## src/rtl/sort_pkg.sv

```systemverilog
// rtl/sort_pkg.sv - shared state encoding and sizing helper for sorting_engine
package sort_pkg;

   typedef enum logic [2:0] {
      IDLE,
      CMP,
      SWAP,
      PASS_END,
      DONE
   } state_t;

   // Swap counter must hold n*(n-1)/2 swaps for n = 2^l, which always fits in 2l bits.
   function automatic int swap_cnt_width(input int l);
      return 2 * l;
   endfunction

endpackage

```

## src/rtl/sort_cmp.sv

```systemverilog
// rtl/sort_cmp.sv - combinational out-of-order test for one adjacent pair
module sort_cmp
   import sort_pkg::*;
#(
   parameter int N      = 8,
   parameter bit SIGNED = 1'b0
) (
   input  logic [N-1:0] A,
   input  logic [N-1:0] B,
   input  logic         Desc,
   output logic         OutOfOrder
);

   logic gt;
   logic lt;

   generate
      if (SIGNED) begin : g_signed
         assign gt = $signed(A) > $signed(B);
         assign lt = $signed(A) < $signed(B);
      end else begin : g_unsigned
         assign gt = A > B;
         assign lt = A < B;
      end
   endgenerate

   // Strict compares only, so equal keys stay put and the sort is stable.
   assign OutOfOrder = Desc ? lt : gt;

endmodule

```

## src/rtl/sorting_engine.sv

```systemverilog
// rtl/sorting_engine.sv - in-place early-exit bubble sort over a host-loaded 2^L array
module sorting_engine
   import sort_pkg::*;
#(
   parameter int N      = 8,
   parameter int L      = 4,
   parameter bit SIGNED = 1'b0
) (
   input  logic                           clk,
   input  logic                           rst,
   input  logic                           Rd,
   input  logic                           WrInit,
   input  logic [L-1:0]                   RAddr,
   input  logic [N-1:0]                   DataIn,
   input  logic                           start,
   input  logic [L:0]                     Len,
   input  logic                           Desc,
   output logic [N-1:0]                   DataOut,
   output logic                           busy,
   output logic                           done,
   output logic [swap_cnt_width(L)-1:0]   SwapCnt
);

   localparam int DEPTH = 1 << L;
   localparam int SW    = swap_cnt_width(L);

   state_t         state;
   state_t         state_nxt;
   logic [N-1:0]   mem [DEPTH];
   logic [L-1:0]   j;
   logic [L-1:0]   j_inc;
   logic [L-1:0]   lim;
   logic           swapped;
   logic           desc_q;
   logic [L:0]     n_clamp;
   logic           run_short;
   logic           last_cmp;
   logic [N-1:0]   a;
   logic [N-1:0]   b;
   logic           out_of_order;

   assign n_clamp   = (Len > (L+1)'(DEPTH)) ? (L+1)'(DEPTH) : Len;
   assign run_short = (n_clamp <= (L+1)'(1));
   assign j_inc     = j + L'(1);
   assign last_cmp  = (j == lim - L'(1));
   assign a         = mem[j];
   assign b         = mem[j_inc];

   sort_cmp #(
      .N      (N),
      .SIGNED (SIGNED)
   ) u_cmp (
      .A          (a),
      .B          (b),
      .Desc       (desc_q),
      .OutOfOrder (out_of_order)
   );

   always_ff @(posedge clk) begin
      if (rst) begin
         state <= IDLE;
      end else begin
         state <= state_nxt;
      end
   end

   always_comb begin
      state_nxt = state;
      busy      = 1'b0;
      done      = 1'b0;
      case (state)
         IDLE: begin
            if (start) begin
               state_nxt = run_short ? DONE : CMP;
            end
         end
         CMP: begin
            busy = 1'b1;
            if (out_of_order) begin
               state_nxt = SWAP;
            end else if (last_cmp) begin
               state_nxt = PASS_END;
            end
         end
         SWAP: begin
            busy      = 1'b1;
            state_nxt = last_cmp ? PASS_END : CMP;
         end
         PASS_END: begin
            busy      = 1'b1;
            state_nxt = (!swapped || lim == L'(1)) ? DONE : CMP;
         end
         DONE: begin
            done      = 1'b1;
            state_nxt = IDLE;
         end
         default: state_nxt = IDLE;
      endcase
   end

   always_ff @(posedge clk) begin
      if (rst) begin
         DataOut <= '0;
         SwapCnt <= '0;
         j       <= '0;
         lim     <= '0;
         swapped <= 1'b0;
         desc_q  <= 1'b0;
      end else begin
         case (state)
            IDLE: begin
               if (Rd) begin
                  DataOut <= mem[RAddr];
               end
               if (start) begin
                  desc_q  <= Desc;
                  j       <= '0;
                  lim     <= L'(n_clamp - (L+1)'(1));
                  swapped <= 1'b0;
                  SwapCnt <= '0;
               end
            end
            CMP: begin
               if (!out_of_order && !last_cmp) begin
                  j <= j_inc;
               end
            end
            SWAP: begin
               swapped <= 1'b1;
               SwapCnt <= SwapCnt + SW'(1);
               if (!last_cmp) begin
                  j <= j_inc;
               end
            end
            PASS_END: begin
               if (swapped && lim != L'(1)) begin
                  lim     <= lim - L'(1);
                  j       <= '0;
                  swapped <= 1'b0;
               end
            end
            default: ;
         endcase
      end
   end

   // Array has no reset; both halves of a swap land on the same edge so it stays a permutation.
   always_ff @(posedge clk) begin
      if (!rst) begin
         if (state == IDLE && WrInit) begin
            mem[RAddr] <= DataIn;
         end else if (state == SWAP) begin
            mem[j]     <= b;
            mem[j_inc] <= a;
         end
      end
   end

endmodule

```

## config.mk

```make
export PLATFORM = sky130hd
export DESIGN_NAME = sorting_engine
export DESIGN_NICKNAME = d
export VERILOG_FILES = /design/src/rtl/sort_pkg.sv /design/src/rtl/sort_cmp.sv /design/src/rtl/sorting_engine.sv
export SDC_FILE = /design/constraint.sdc
export NUM_CORES = 1
export LEC_CHECK = 0
export CAP_MARGIN = 5
export CELL_PAD_IN_SITES_DETAIL_PLACEMENT = 1
export CELL_PAD_IN_SITES_GLOBAL_PLACEMENT = 1
export CORE_ASPECT_RATIO = 1.2
export CORE_MARGIN = 1.5
export CORE_UTILIZATION = 47
export DETAILED_ROUTE_END_ITERATION = 8
export PLACE_DENSITY = 0.77
export SETUP_SLACK_MARGIN = 0.3
export SYNTH_ARGS = -nofsm -noshare
export SYNTH_HDL_FRONTEND = slang
export SYNTH_SLANG_ARGS = --single-unit
```

## constraint.sdc

```tcl
create_clock -name clk -period 3.8 [get_ports clk]
set_input_delay 0.57 -clock clk [delete_from_list [all_inputs] [get_ports clk]]
set_output_delay 0.57 -clock clk [all_outputs]
set_load 0.01 [all_outputs]
```

# Yosys cells after proc, flatten, opt, wreduce, memory -nomap -nowiden
# Memories as Yosys holds them, arrays and structs flattened. A register that Yosys moved wholly into a read port is not among the register bits.
# Cells that the tools add are included.
# Widths: inputs -> output; s select.
[totals] input_bits=23 ff_bits=21 ram_bits=128 output_inout_bits=18 n_memories=1
[memory_table] memory="mem" depth=16 word_bits=8 read_ports=3 rd_ports_with_merged_regs=2 wr=2 line="sorting_engine.sv:29" rtl="logic [N-1:0] mem [DEPTH];"
[classes] n_eq_ne=12 reduce_logical=21 n_addsub=4 magnitude_cmp=4 mux=36
[op_table] cell="$mux 4" count=9
[op_table] cell="$mux 8" count=2
[op_table] cell="$pmux 4 s4" count=1
[op_table] cell="$pmux 8 s2" count=1
[op_table] cell="$mux 3" count=5
[op_table] cell="$mux 1" count=13
[op_table] cell="$pmux 3 s4" count=1
[op_table] cell="$add 8x1->8 const B" count=1
[op_table] cell="$gt 8x8->1" count=1
[op_table] cell="$lt 8x8->1" count=1
[op_table] cell="$ne 2x2->1 const B" count=4
[op_table] cell="$pmux 4 s2" count=1
[op_table] cell="$reduce_and 2->1" count=4
[op_table] cell="$reduce_or 8->1" count=1
[op_table] cell="$sub 4x1->4 const B" count=2
[op_table] cell="$eq 3x2->1 const B" count=2
[op_table] cell="$reduce_and 3->1" count=2
[op_table] cell="$gt 5x5->1 const B" count=1
[op_table] cell="$le 5x1->1 const B" count=1
[op_table] cell="$mux 5" count=1
[op_table] cell="$reduce_and 5->1" count=1
[op_table] cell="$add 4x1->4 const B" count=1
[op_table] cell="$eq 4x1->1 const B" count=1
[op_table] cell="$eq 4x4->1" count=1
[op_table] cell="14 further kinds" count=19

# Longest topological paths before layout
# Gate-level depths: netlist of the first run.
# An unclocked memory read counts as a cell.
[depth] depth_word=10 mapped_depth=20 depth_no_buf=14

# Cells and area by module
# From an unflattened synthesis of the first run, not the netlist that was laid out.
[hier_totals] hier_cells=901 area_unflattened_um2=11005.6
[modules_own_cells] mod="sorting_engine" seq_area_each_um2=4504.3 area_each_um2=10796.6 cells_each=872 n_inst=1
[modules_own_cells] mod="sort_cmp" seq_area_each_um2=0.0 area_each_um2=209.0 cells_each=29 n_inst=1

# Worst setup path after synthesis of the first run
# Ideal clock, no wire load.
[synth_path] path_kind="reg-to-reg" from="register j[0]" to="register (tool-made name)" slack_ns=-0.049 stages_incl_launch_ff=20 period_less_slack_ns=3.849 required_time_ns=3.684 arrival_ns=3.733 setup_ns=0.116 cell_sequence="dfxtp_1 > buf_6 > buf_4 > inv_1 > ha_1 > buf_4 > buf_4 > buf_2 > mux4_2 > nand2_1 > nand3_1 > o21ai_1 > ha_1 > nor2b_1 > o211ai_1 > a21oi_1 > or3_1 > o211a_1 > buf_2 > a31o_2"
[synth_lines] element="start, declared" line="sorting_engine.sv:30" rtl="logic [L-1:0] j;"
[synth_lines] element="start signal, assigned" line="sorting_engine.sv:125" rtl="j <= j_inc;"
[synth_lines] element="start signal, assigned" line="sorting_engine.sv:132" rtl="j <= j_inc;"

==> results.md, run 1 <==
- Fill cell count: 2,198
- Initial detailed-routing violation count: 882
- Post-synth net total: 868
- Most common cell in the netlist: mux2i_1
- CTS sink count: 161
- Post-CTS Hold Fix Bufs: 0
- Power Total: approximately 5000 uW
- Global-route wire length before repair: 55,300 um
- Gpl congestion: 0.917
- CTS tree: done
- Power Density: 389 nW/um^2
- Core Area: 22,400 um^2
- Area grow syn2layout: 19.0%
- Synth top area cells: edfxtp_1, mux4_2, mux2i_1
- CTS H-Tree Depth: 4
- Worst setup EP type: register
- Post-Route WL: around 37,000 um
- Initial core utilization: 48.0%
- Yosys warning count: 0
- Largest net degree at the start of global routing: 33
- Most instantiated cells after synthesis: mux2i_1, edfxtp_1, mux4_2
- Drt wl/cell: 30.5 um
- Setup CP Type: register to register
- Post-synth top area cell: edfxtp_1
- Register area: 4510 um^2
- Max-cap violations: 0
- Vias per cell: 6.90
- Synthesized area: between 10,000 and 15,000 um^2
- Port bufs: 40
- Critical path required time: approximately 4.2 ns
- Nets: around 950
- IO Pins: 41
- Min Hold Slack: 0.465 ns
- Final setup viols: 0
- Initial antenna violation count: 0
- Worst Tran Pin Value: 0.839 ns
- Top cell type's share of synthesized area: 35.6%
- Outcome: complete, no violations
- Endpoint, Worst Hold: DataOut[3]
- Cells after synthesis: a little over 800
- Area of the multi-input gates: slightly above 6000 um^2
- FF-to-FF Start: j[0]
- Library cells used by synthesis: 54
- Fraction of layout cells with a size suffix above 1: 33.4%
- LEAKAGE: 0.00520 uW
- Vias in the first global route: 8,937
- Element type at the critical path start: register
- Die width: 141 um
- Clk pin slew, worst setup/hold paths: 0.07 ns
- Die area: 23,900 um^2
- Total Routing Usage GR: 31.7%
- Setup TNS: 0 ns
- Antenna diodes: 0
- Max-slew headroom: approximately 44%
- Minimum clock period: 3.69 ns
- Hold path depth: 2
- Die H: 169 um
- Clock buffer depth: 2
- Worst reg-to-reg setup slack: ~0.11 ns
- Post-synth EDFFs: 128
- Max frequency: 271 MHz
- Synthesized flop and latch total: between 150 and 200
- Synthesized area per cell: 13.0 um^2
- Grt total ovfl: 0
- Final period util: between 90% and 100%
- Setup skew after layout: 0.0149 ns
- Slew Limit Fails: 0
- HP Start: DataOut[3]
- Drt pass-1 iters: 6
- RSZ-0062 raised after global routing: true
- Asr flop ratio synth: 0%
- Row count: 60
- R2r worst-path depth: 16
- Final hold vios: 0
- Clk Latency, worst-skew pair: 0.46 ns
- Vias: ~8,300
- Seq/Total Area, Yosys: 41.8%
- Peak fanout along the critical path: 6
- Final ANT Viol Nets: 0
- Number of CTS-inserted buffers: 17
- Critical path arrival: between 4 and 5 ns
- DP Wirelength: approximately 25,000 um
- CTS root buf: clkbuf_16
- Top_reg_cell synth: edfxtp_1
- VDD IR max: 227 uV
- Drc violations: 0
- Worst hold path type: register to register
-- logic make-up (layout without fill, tap and decap cells) --
kind of cell               count (synthesis)  in the layout  share of synthesized area (%)
buffers and inverters                     85            184                           4.16
AOI/OAI and AO/OA                        101            101                           6.18
and+or+nand+nor                          197            197                           8.81
muxes                                    253            253                           36.0
adders and majority gates                 18             18                           2.09
DFF                                      161            161                           41.8
xor gates and xnor gates                  12             12                           1.04
-- cell type report --
class / count / area share [%]
clock buffer: 17 / 3.32
clock inverter: 15 / 1.30
inverter: 16 / 0.507
multi-input combinational: 581 / 47.1
sequential: 161 / 35.2
tap: 279 / 2.72
timing repair buffer: 136 / 9.85
-- critical path, cell delays in order, from the launching register on --
cell	delay, ns
dfxtp_4	0.40
inv_6	0.04
ha_4	0.37
buf_6	0.16
buf_4	0.11
buf_4	0.09
mux4_2	0.29
nand2_1	0.12
nand3_1	0.08
o21ai_1	0.26
ha_1	0.34
nand4_1	0.16
a21oi_2	0.06
or3_4	0.39
o211a_4	0.27
or3b_4	0.40
nand3_2	0.08
-- worst max-delay path by stage --
| stage | startpoint | endpoint | slack, ns | cells after the start |
|---|---|---|---|---|
| 2_1_floorplan | j[0] | register | 0.29 | 19 |
| 3_3_place_gp | j[0] | j[3] | 0.22 | 12 |
| 3_5_place_dp | j[0] | j[2] | 0.07 | 15 |
| 4_1_cts | j[0] | j[2] | 0.26 | 14 |
| 5_1_grt | j[0] | register | 0.07 | 16 |
| 6_report | j[0] | register | 0.11 | 16 |
-- metrics by stage --
step,instance area [um^2],setup slack (ns),std cells,utilization [%]
6_report,12800,0.106,1205,57.2
5_1_grt,12800,0.0652,1205,57.2
4_1_cts,12700,0.259,1199,56.4
3_5_place_dp,11700,0.0703,1147,52.2
3_3_place_gp,11700,0.219,1147,52.2
2_1_floorplan,10900,0.289,827,-
-- state kept, by name (all words and copies together), names as in the netlist, named ones only --
name / flops
DataOut: 8
SwapCnt: 8
desc_q: 1
j: 4
lim: 4
mem: 128
state: 3
swapped: 1
-- routing by layer --
metal | share of wire (%) | GRT usage (%) | wire [um] | up-vias
li1 | - | - | - | 3401
met1 | 35 | 36.7 | 12900 | 4193
met2 | 51 | 54.2 | 18600 | 521
met3 | 8.0 | 6.90 | 2950 | 198
met4 | 6.3 | 18.7 | 2320 | 0
met5 | 0 | 0 | 0 | -
-- where the power goes --
part | internal [uW] | switching [uW] | total (uW)
Combinational | 580 | 670 | 1250
Clock | 881 | 858 | 1740
Sequential | 1960 | 44.3 | 2000
Total | 3420 | 1570 | 4990
-- layout by cell type, fill, tap and decap left out, drive strengths merged, types with 4 or more instances in the layout --
master | netlist | final
nand3 | 20 | 20
nor3 | 18 | 18
nand4 | 4 | 4
o21a | 4 | 4
inv | 16 | 23
nor3b | 7 | 7
a31oi | 5 | 5
a21oi | 31 | 31
edfxtp | 128 | 128
clkinv | 0 | 6
mux2 | 9 | 9
o21ai | 41 | 41
mux2i | 139 | 139
clkdlybuf4s50 | 0 | 38
dfxtp | 33 | 33
buf | 49 | 98
mux4 | 105 | 105
nor2 | 33 | 33
nand2 | 92 | 92
ha | 18 | 18
nor2b | 4 | 4
xnor2 | 9 | 9
clkbuf | 20 | 17
o31ai | 7 | 7
-- repair_timing --
| item | in CTS | in global routing |
|---|---|---|
| cloned | 2 | 0 |
| gates resized for setup | 35 | 27 |
| endpoints found under the setup margin | 10 | 10 |
| setup buffers | 18 | 6 |
| pin swaps | 8 | 14 |
Power figures use the tool's default switching activity.
==> run 2, diff against run 1 <==
- SKIP_CTS_REPAIR_TIMING: not set -> 1
==> run 2 against run 1 <==
Net effect:
- first-iteration DRC count increased by 7.1%
- worst hold slack about the same
- final cell count increased by 0.75%
- die area unchanged
- cell area increased by 0.51%
- critical path type unchanged
- non-clock buffer count increased by 9
- sequential share of layout area decreased by 0.18 points
- largest power group unchanged
- via count increased by 2.4%
- utilization increased by 0.29 points
==> results.md, run 2 (synthesized netlist as in run 1, its figures left out) <==
- VDD IR max: 241 uV (+6.5%)
- Power Total: 5000 uW (+0.17%)
- Die H: 169 um (unchanged)
- Area grow syn2layout: 19.6%
- Fraction of layout cells with a size suffix above 1: 34.1% (+0.75 points)
- Vias: 8,513 (+2.4%)
- DP Wirelength: 24,900 um (unchanged)
- IO Pins: 41 (unchanged)
- CTS H-Tree Depth: 4 (unchanged)
- Largest register FFs: 128 (unchanged)
- Final period util: 97.2% (about the same)
- Final hold vios: 0 (unchanged)
- Port bufs: 40 (unchanged)
- Setup skew after layout: 0.0109 ns (-0.00399 ns)
- Most frequent cells in the layout: mux2i_1, edfxtp_1, mux4_2, buf_4, nand2_1
- Clock buffer depth: 2 (unchanged)
- Setup CP Type: register to register
- Post-Route WL: 37,700 um (+2.4%)
- Setup TNS: 0 ns (unchanged)
- Total Routing Usage GR: 30.1% (-1.7 points)
- LEAKAGE: 0.00524 uW (+0.73%)
- Power Density: 387 nW/um^2 (-0.33%)
- Die area: 23,900 um^2 (unchanged)
- Antenna diodes: 0 (unchanged)
- Drc violations: 0 (unchanged)
- Peak fanout along the critical path: 8 (+2)
- Final Util: 57.5% (+0.29 points)
- Nets: 963 (+0.94%)
- Regs by FF count: mem: 128 flops, DataOut: 8 flops, SwapCnt: 8 flops
- Drt pass-1 iters: 5 (-1)
- Clk pin slew, worst setup/hold paths: 0.08 ns (about the same)
- Number of CTS-inserted buffers: 17 (unchanged)
- Vias per cell: 7.01 (+1.6%)
- Max frequency: 271 MHz (about the same)
- Critical path required time: 4.19 ns (about the same)
- Minimum clock period: 3.69 ns (-0.000419 ns)
- Pre-CTS WS: 0.0703 ns (unchanged)
- Initial core utilization: 48.0% (unchanged)
- Commonest non-fill, non-tap cell in the layout: mux2i_1
- Min Hold Slack: 0.465 ns (-0.000268 ns)
- Global-route wire length before repair: 52,600 um (-4.9%)
- Largest net degree at the start of global routing: 33 (unchanged)
- Grt total ovfl: 0 (unchanged)
- Worst Tran Pin Value: 0.857 ns (+0.0182 ns)
- Initial antenna violation count: 0 (unchanged)
- Fin worst setup slack: 0.107 ns (+0.000419 ns)
- RSZ-0062 raised after global routing: true
- Worst hold path type: register to register
- Max-slew headroom: 42.9% (-1.2 points)
- CTS tree: done
- Clk Latency, worst-skew pair: 0.45 ns (about the same)
- Largest Register: mem
- Outcome: complete, no violations
- Fill cell count: 2,214 (+0.73%)
- Row count: 60 (unchanged)
- Initial detailed-routing violation count: 945 (+7.1%)
- Core Area: 22,400 um^2 (unchanged)
- CTS root buf: clkbuf_16
- Max-cap violations: 0 (unchanged)
- Die width: 141 um (unchanged)
- Vias in the first global route: 8,723 (-2.4%)
- Final setup viols: 0 (unchanged)
- Element type at the critical path start: register
- Worst setup EP type: register
- Final ANT Viol Nets: 0 (unchanged)
- Critical path arrival: 4.08 ns (about the same)
- Drt wl/cell: 31.0 um (+1.6%)
- CTS sink count: 161 (unchanged)
- Slew Limit Fails: 0 (unchanged)
- Gpl congestion: 0.917 (unchanged)
==> run 2: cell type report <==
type / count / area, um^2 / area share (%)
inverter: 16 / 65.1 / 0.505
clock buffer: 17 / 425 / 3.30
timing repair buffer: 145 / 1310 / 10.1
sequential: 161 / 4510 / 35.0
tap: 279 / 349 / 2.71
multi-input combinational: 581 / 6070 / 47.1
clock inverter: 15 / 166 / 1.29
==> run 2: critical path: stages (launching register included) <==
cell and delay, ns:
dfxtp_4 0.40, inv_6 0.05, ha_4 0.37, buf_6 0.16
mux4_2 0.32, nand2_2 0.10, nand2_2 0.07, o21ai_4 0.25
ha_4 0.25, nor2b_4 0.13, o211ai_1 0.23, a21oi_2 0.11
or3_4 0.41, o211a_4 0.29, or3b_4 0.42, nand3_2 0.08
==> run 2: path summary, 6_finish.rpt <==
check / start / to / slack (ns) / cells after the start
max: j[0] / j[2] / 0.11 / 15
min reg2reg: DataOut[3] / DataOut[3] / 0.46 / 2
min: DataOut[3] / DataOut[3] / 0.46 / 2
max reg2reg: j[0] / j[2] / 0.11 / 15
==> run 2: power by group <==
part / internal [uW] / switching, uW / total, uW
Combinational: 575 / 674 / 1250
Clock: 882 / 865 / 1750
Sequential: 1960 / 44.0 / 2000
Total: 3410 / 1580 / 5000
==> run 2: routing by layer <==
metal  global-route usage [%]  vias up  routed length [um]
li1                         -     3417                   -
met1                     35.2     4335               13200
met2                     52.5      583               18900
met3                     5.35      178                3060
met4                     16.0        0                2530
met5                        0        -                   0
==> run 2: stage by stage <==
| step | instance area [um^2] | std cells |
|---|---|---|
| floorplan | 10900 | 827 |
| global placement | 11700 | 1147 |
| detailed placement | 11700 | 1147 |
| CTS | 12300 | 1179 |
| global route | 12900 | 1214 |
| finish | 12900 | 1214 |
